`config.mk`:
```
export PLATFORM = sky130hd
export DESIGN_NAME = regfile_wb_arbiter_flat
export DESIGN_NICKNAME = d
export VERILOG_FILES = /design/src/rtl/regfile_wb_arbiter_pkg.sv /design/src/rtl/regfile_wb_arbiter_if.sv /design/src/rtl/regfile_wb_arbiter_wb_rr_arbiter.sv /design/src/rtl/regfile_wb_arbiter.sv /design/src/flat_wrapper.sv
export SDC_FILE = /design/constraint.sdc
export NUM_CORES = 1
export LEC_CHECK = 0
export CORE_ASPECT_RATIO = 1.4
export CORE_MARGIN = 2
export CORE_UTILIZATION = 37
export CTS_CLUSTER_DIAMETER = 30
export DETAILED_ROUTE_END_ITERATION = 12
export PLACE_DENSITY = 0.85
export SLEW_MARGIN = 20
export SYNTH_ARGS = -nofsm -noshare
export SYNTH_HDL_FRONTEND = slang
export SYNTH_HIERARCHICAL = 1
export SYNTH_SLANG_ARGS = --single-unit
```
`constraint.sdc`:
```
create_clock -name clk -period 5.7 [get_ports clk]
set_clock_uncertainty 0.05 [all_clocks]
set_input_delay 0.57 -clock clk [delete_from_list [all_inputs] [get_ports clk]]
set_output_delay 0.57 -clock clk [all_outputs]
set_load 0.01 [all_outputs]
```
`src/rtl/regfile_wb_arbiter_pkg.sv`:
```
// regfile_wb_arbiter_pkg
//   Shared constants and helpers for the register-file write-back arbiter.
//   Holds the default requester count and bus widths, the requester
//   identities (ALU, LSU, MDU), the register-0 address and a pointer-width
//   helper used by the top and the grant sub-module.
package regfile_wb_arbiter_pkg;

  localparam int NUM_REQ = 3;
  localparam int ADDR_W  = 5;
  localparam int DATA_W  = 32;

  typedef enum logic [1:0] {
    REQ_ALU = 2'd0,
    REQ_LSU = 2'd1,
    REQ_MDU = 2'd2
  } req_id_e;

  // Writes to register 0 are accepted but never reach the register file.
  localparam logic [ADDR_W-1:0] REG_ZERO_ADDR = '0;

  // Width of the round-robin pointer; never narrower than one bit.
  function automatic int ptr_width(input int n);
    return (n > 1) ? $clog2(n) : 1;
  endfunction

endpackage

```
`src/rtl/regfile_wb_arbiter_if.sv`:
```
// regfile_wb_arbiter_if
//   Write-back request bus between the requesters and the arbiter, plus the
//   register-file write port driven by the arbiter.
//   Signals:
//     Stall_WB  - blocks all grants in the current cycle
//     Req_Valid - per-requester write request
//     Req_Addr  - packed destination addresses, requester i at [i*ADDR_W +: ADDR_W]
//     Req_Data  - packed write data, requester i at [i*DATA_W +: DATA_W]
//     Req_Ready - one-hot grant (or zero), combinational
//     WrEn_RF / WAddr_RF / WD_RF - registered register-file write port
//   Modports: master (requester / pipeline side), slave (arbiter).
interface regfile_wb_arbiter_if #(
  parameter int NUM_REQ = regfile_wb_arbiter_pkg::NUM_REQ,
  parameter int ADDR_W  = regfile_wb_arbiter_pkg::ADDR_W,
  parameter int DATA_W  = regfile_wb_arbiter_pkg::DATA_W
) ();
  import regfile_wb_arbiter_pkg::*;

  logic                       Stall_WB;
  logic [NUM_REQ-1:0]         Req_Valid;
  logic [NUM_REQ*ADDR_W-1:0]  Req_Addr;
  logic [NUM_REQ*DATA_W-1:0]  Req_Data;
  logic [NUM_REQ-1:0]         Req_Ready;
  logic                       WrEn_RF;
  logic [ADDR_W-1:0]          WAddr_RF;
  logic [DATA_W-1:0]          WD_RF;

  modport master (
    output Stall_WB, Req_Valid, Req_Addr, Req_Data,
    input  Req_Ready, WrEn_RF, WAddr_RF, WD_RF
  );

  modport slave (
    input  Stall_WB, Req_Valid, Req_Addr, Req_Data,
    output Req_Ready, WrEn_RF, WAddr_RF, WD_RF
  );

endinterface

```
`src/rtl/regfile_wb_arbiter_wb_rr_arbiter.sv`:
```
// wb_rr_arbiter
//   Purely combinational grant selection. Scans requesters starting at the
//   priority pointer and wrapping modulo NUM_REQ; the first valid requester
//   found receives the single grant bit.
//   Ports:
//     valid - per-requester request vector
//     ptr   - index of the highest-priority requester (0..NUM_REQ-1)
//     grant - one-hot grant, zero when nothing is valid
module wb_rr_arbiter #(
  parameter int NUM_REQ = regfile_wb_arbiter_pkg::NUM_REQ,
  parameter int PTR_W   = regfile_wb_arbiter_pkg::ptr_width(NUM_REQ)
) (
  input  logic [NUM_REQ-1:0] valid,
  input  logic [PTR_W-1:0]   ptr,
  output logic [NUM_REQ-1:0] grant
);
  import regfile_wb_arbiter_pkg::*;

  always_comb begin
    logic found;
    int   idx;
    grant = '0;
    found = 1'b0;
    idx   = 0;
    for (int k = 0; k < NUM_REQ; k++) begin
      idx = (int'(ptr) + k) % NUM_REQ;
      if (!found && valid[idx]) begin
        grant[idx] = 1'b1;
        found      = 1'b1;
      end
    end
  end

endmodule

```
`src/rtl/regfile_wb_arbiter.sv`:
```
// regfile_wb_arbiter
//   Arbitrates NUM_REQ write-back requesters onto one register-file write
//   port. Grants are combinational (Req_Ready); the accepted address/data
//   appear on the register-file port exactly one cycle later. Writes to
//   register 0 are accepted but produce WrEn_RF=0.
//   Priority is round-robin (pointer advances past each grant) unless the
//   macro WB_FIXED_PRIO_EN is defined, which selects fixed priority with
//   requester 0 highest and no pointer state.
//   Ports:
//     clk   - clock, rising edge
//     reset - asynchronous, active-low; clears the write port and pointer
//     bus   - regfile_wb_arbiter_if.slave (request bus + register-file port)
module regfile_wb_arbiter #(
  parameter int NUM_REQ = regfile_wb_arbiter_pkg::NUM_REQ,
  parameter int ADDR_W  = regfile_wb_arbiter_pkg::ADDR_W,
  parameter int DATA_W  = regfile_wb_arbiter_pkg::DATA_W
) (
  input  logic                 clk,
  input  logic                 reset,
  regfile_wb_arbiter_if.slave  bus
);
  import regfile_wb_arbiter_pkg::*;

  localparam int PTR_W = ptr_width(NUM_REQ);

  logic [NUM_REQ-1:0] grant;
  logic [NUM_REQ-1:0] ready;
  logic [PTR_W-1:0]   ptr;

  logic               vld_p0;
  logic [ADDR_W-1:0]  addr_p0;
  logic [DATA_W-1:0]  data_p0;

  logic               wren_p1;
  logic [ADDR_W-1:0]  waddr_p1;
  logic [DATA_W-1:0]  wd_p1;

  wb_rr_arbiter #(
    .NUM_REQ (NUM_REQ),
    .PTR_W   (PTR_W)
  ) u_grant (
    .valid (bus.Req_Valid),
    .ptr   (ptr),
    .grant (grant)
  );

  // Reset is used combinationally here so no grant is visible while it is low.
  assign ready         = (reset && !bus.Stall_WB) ? grant : '0;
  assign bus.Req_Ready = ready;

  // ---- Stage p0: accepted request (grant is one-hot, so at most one hit) ----
  always_comb begin
    vld_p0  = 1'b0;
    addr_p0 = '0;
    data_p0 = '0;
    for (int i = 0; i < NUM_REQ; i++) begin
      if (ready[i]) begin
        vld_p0  = 1'b1;
        addr_p0 = bus.Req_Addr[i*ADDR_W +: ADDR_W];
        data_p0 = bus.Req_Data[i*DATA_W +: DATA_W];
      end
    end
  end

`ifdef WB_FIXED_PRIO_EN
  // Fixed priority: the scan always starts at requester 0.
  assign ptr = '0;
`else
  logic [PTR_W-1:0] sel_idx;
  logic [PTR_W-1:0] ptr_nxt;
  logic [PTR_W-1:0] ptr_q;

  always_comb begin
    sel_idx = '0;
    for (int i = 0; i < NUM_REQ; i++) begin
      if (ready[i]) begin
        sel_idx = PTR_W'(i);
      end
    end
  end

  // Pointer moves just past the granted requester, wrapping to 0 after the last.
  always_comb begin
    ptr_nxt = ptr_q;
    if (vld_p0) begin
      if (int'(sel_idx) == NUM_REQ - 1) begin
        ptr_nxt = '0;
      end else begin
        ptr_nxt = sel_idx + 1'b1;
      end
    end
  end

  always_ff @(posedge clk or negedge reset) begin
    if (!reset) begin
      ptr_q <= '0;
    end else begin
      ptr_q <= ptr_nxt;
    end
  end

  assign ptr = ptr_q;
`endif

  // ---- Stage p1: registered register-file write port ----
  always_ff @(posedge clk or negedge reset) begin
    if (!reset) begin
      wren_p1  <= 1'b0;
      waddr_p1 <= '0;
      wd_p1    <= '0;
    end else begin
      wren_p1 <= vld_p0 && (addr_p0 != ADDR_W'(REG_ZERO_ADDR));
      if (vld_p0) begin
        waddr_p1 <= addr_p0;
        wd_p1    <= data_p0;
      end
    end
  end

  assign bus.WrEn_RF  = wren_p1;
  assign bus.WAddr_RF = waddr_p1;
  assign bus.WD_RF    = wd_p1;

endmodule

```
`src/flat_wrapper.sv`:
```
// flat-port wrapper written by rule: the top's interface ports become plain ports
module regfile_wb_arbiter_flat import regfile_wb_arbiter_pkg::*;
#(
  parameter int NUM_REQ = regfile_wb_arbiter_pkg::NUM_REQ,
  parameter int ADDR_W  = regfile_wb_arbiter_pkg::ADDR_W,
  parameter int DATA_W  = regfile_wb_arbiter_pkg::DATA_W
)
  (clk, reset, bus_Stall_WB, bus_Req_Valid, bus_Req_Addr, bus_Req_Data, bus_Req_Ready, bus_WrEn_RF, bus_WAddr_RF, bus_WD_RF);
  regfile_wb_arbiter_if #(.NUM_REQ(NUM_REQ), .ADDR_W(ADDR_W), .DATA_W(DATA_W)) bus_i ();
  input  logic clk;
  input  logic reset;
  input wire logic [$bits(bus_i.Stall_WB)-1:0] bus_Stall_WB;
  input wire logic [$bits(bus_i.Req_Valid)-1:0] bus_Req_Valid;
  input wire logic [$bits(bus_i.Req_Addr)-1:0] bus_Req_Addr;
  input wire logic [$bits(bus_i.Req_Data)-1:0] bus_Req_Data;
  output wire logic [$bits(bus_i.Req_Ready)-1:0] bus_Req_Ready;
  output wire logic [$bits(bus_i.WrEn_RF)-1:0] bus_WrEn_RF;
  output wire logic [$bits(bus_i.WAddr_RF)-1:0] bus_WAddr_RF;
  output wire logic [$bits(bus_i.WD_RF)-1:0] bus_WD_RF;
  assign bus_i.Stall_WB = bus_Stall_WB;
  assign bus_i.Req_Valid = bus_Req_Valid;
  assign bus_i.Req_Addr = bus_Req_Addr;
  assign bus_i.Req_Data = bus_Req_Data;
  assign bus_Req_Ready = bus_i.Req_Ready;
  assign bus_WrEn_RF = bus_i.WrEn_RF;
  assign bus_WAddr_RF = bus_i.WAddr_RF;
  assign bus_WD_RF = bus_i.WD_RF;
  regfile_wb_arbiter #(.NUM_REQ(NUM_REQ), .ADDR_W(ADDR_W), .DATA_W(DATA_W)) u_core (.clk(clk), .reset(reset), .bus(bus_i));
endmodule
```
==> impl_metrics.json <==
{
  "hold_viol": 0,
  "wl_mm": 7.06,
  "place.gp.congestion": 0.742,
  "grt_first_pass_wirelength_mm": 10.5,
  "place_ws_ns": 2.02,
  "stdcell_count": 444,
  "min_path_type": "primary input to asynchronous set/reset pin",
  "period_needed_ns": 3.64,
  "max-cap-violations": 0,
  "power_density_mw_per_mm2": 464,
  "clk_latency_ns": 0.28,
  "ys.flop_type": "dfrtp_1",
  "htreeDepth": 2,
  "start_kind": "flop",
  "die-area_mm2": 0.00651,
  "tightest_slew_ns": 0.915,
  "tns_ns": 0,
  "maxSlewHeadroom": 0.390,
  "synth_top_cell_by_area": "dfrtp_1",
  "yosysWarningCount": 6,
  "grt_max_degree": 68,
  "routedWlPerCell_um": 15.9,
  "fp.dieW_um": 68.8,
  "reg2reg_depth": 10,
  "row_count": 33,
  "die_h_um": 94.7,
  "core_area_mm2": 0.00578,
  "synth_cell_type_count": 38,
  "arrival_ns": 3.02,
  "status": "finished clean",
  "cts.sinks": 40,
  "path_clk_slew_ns": 0.07,
  "synthXorXnorAreaFrac": 0,
  "start_util": 0.376,
  "cts_resized": 0,
  "synthTopCellsByCount": "dfrtp_1 (40), a21oi_1 (34), nor2_1 (33)",
  "placedCellCount": 436,
  "postCtsSetupBuffers": 0,
  "worst_slack_ns": 2.06,
  "nNetsFinal": 494,
  "fmax_ghz": 0.275,
  "crit_path_cell_trace": "inv_1, ha_1, nor2b_1, o21ai_0, o221ai_1, o221ai_1, and3b_1, clkdlybuf4s50_1",
  "vias": 2483,
  "rsz0062_at_grt": "no",
  "drt_pass1_iterations": 11,
  "ctsRootBufferMaster": "clkbuf_8",
  "postCtsHoldBufs": 0,
  "ant_nets": 0,
  "final_layout_size_suffix_gt1_frac": 0.0508,
  "total_leakage_power_nw": 1.58,
  "yosysMostFrequentCell": "dfrtp_1",
  "total_power_mw": 1.82,
  "ys_seq_area_frac": 0.461,
  "stdcell_area_mm2": 0.00392,
  "synth_compound_area_frac": 0.312,
  "first_iter_violations": 239,
  "finalCritPeriodShare": 0.639,
  "cp.depth": 8,
  "ios": 158,
  "antenna_found_initial": 0,
  "cp_slowest_cell": "clkdlybuf4s50_1",
  "path_class": "flop to output pin",
  "crit_fanout": 10,
  "synth-simple-area-share": 0.128,
  "dp_hpwl_mm": 5.29,
  "postSynthNetCount": 347,
  "yosys.area.top_type_share": 0.461,
  "synth.area.mux_share": 0.0138,
  "cts_made_buffers": 5,
  "peakVddDrop_v": 0.000242,
  "grt_pass1_vias": 2308,
  "place_area_mm2": 0.00375,
  "finalMaxSlewViolations": 0,
  "synth_edf_count": 0,
  "drt_drc_violations_left": 0,
  "synth_top_family_by_area": "compound AO/OA/AOI/OAI gates",
  "clockBufferDepth": 2,
  "netlist_area_mm2": 0.00217,
  "finalSetupViolCount": 0,
  "antenna_cells": 0,
  "routed_via_density": 5.59,
  "syn_area_per_cell_um2": 9.61,
  "synthCells": 226,
  "ys_seq_elements": 40,
  "grt_overflow": 0,
  "async_flop_share": 1.00,
  "track_usage": 0.213,
  "port-buffer-count": 157,
  "crit_path_end_kind": "output pin",
  "path_delay_family": "compound AO/OA/AOI/OAI gates",
  "syn_to_final_growth_pct": 80.4,
  "synthAdderAreaFrac": 0.0230,
  "synthTopCellsByArea": "dfrtp_1 (46%), a222oi_1 (14%), a21oi_1 (7.8%)",
  "cts_tree": "yes",
  "slowest_delay_ns": 0.56,
  "critPathMostFrequentCell": "o221ai_1",
  "required_ns": 5.08,
  "crit_buf_inv": 2
}
==> path summary, 6_finish.rpt <==
kind	startpoint	endpoint	slack (ns)
worst min-delay path	reset	u_core/bus.WD_RF[13]	0.37
min in group clk	u_core/bus.WD_RF[26]	u_core/bus.WD_RF[26]	0.48
worst max-delay path	u_core/ptr[0]	bus_Req_Ready[2]	2.06
worst min register to register	u_core/bus.WD_RF[26]	u_core/bus.WD_RF[26]	0.48
worst max register to register	u_core/ptr[0]	u_core/bus.WD_RF[18]	2.22
max in group asynchronous	reset	u_core/bus.WD_RF[24]	4.66
==> stage by stage <==
| step | utilization | hold slack (ns) |
|---|---|---|
| after floorplan | - | 0.224 |
| after global placement | 0.649 | 0.460 |
| after detailed placement | 0.649 | 0.469 |
| after CTS | 0.677 | 0.392 |
| after global routing | 0.678 | 0.437 |
| final | 0.678 | 0.366 |
==> power breakdown <==
part / switching (mW) / total, mW / leakage, nW / internal [mW]
logic: 0.488 / 1.00 / 1.05 / 0.516
clock network: 0.0957 / 0.315 / 0.0784 / 0.219
registers: 0.0714 / 0.499 / 0.454 / 0.428
==> cell type report <==
class	instances	area, µm²
Fill cell	472	1860
Timing Repair Buffer	160	1590
Multi-Input combinational cell	157	1050
Sequential cell	40	1000
Clock inverter	3	90.1
Tap cell	70	87.6
Clock buffer	5	68.8
Inverter	9	33.8
==> sequential cells by signal, indices dropped and copies added, names as in the netlist <==
signal               count
u_core/bus.WD_RF        32
u_core/bus.WAddr_RF      5
u_core/ptr               2
u_core/bus.WrEn_RF       1
==> cells by family (layout without fill, tap and decap cells) <==
kind of cell / count (synthesis) / in the layout
AO/OA/AOI/OAI: 93 / 93
AND/OR/NAND/NOR: 57 / 57
flip-flops: 40 / 40
buffers and inverters: 29 / 177
adder cells (fa/ha/maj): 4 / 4
multiplexers: 3 / 3
==> layout by cell type, fill, tap and decap left out, drive strengths merged, types with 2 or more instances in the layout <==
cell type | netlist | routed
clkdlybuf4s50 | 0 | 156
dfrtp | 40 | 40
a21oi | 34 | 34
nor2 | 33 | 33
a222oi | 31 | 31
o21ai | 11 | 11
inv | 9 | 9
nand2 | 8 | 8
clkbuf | 6 | 5
ha | 4 | 4
buf | 14 | 4
bufinv | 0 | 3
a32o | 3 | 3
mux2i | 3 | 3
nor2b | 2 | 2
a32oi | 2 | 2
a31oi | 2 | 2
or2b | 2 | 2
o22ai | 2 | 2
and2b | 2 | 2
o221ai | 2 | 2
nand3b | 2 | 2
and4bb | 2 | 2
==> layer usage <==
layer | up-vias | wire [µm] | track usage
li1 | 1176 | - | -
met1 | 1172 | 2380 | 0.232
met2 | 123 | 3860 | 0.377
met3 | 12 | 681 | 0.0608
met4 | 0 | 139 | 0.0866
met5 | - | 0 | 0
(Power assumes the default switching activity.)
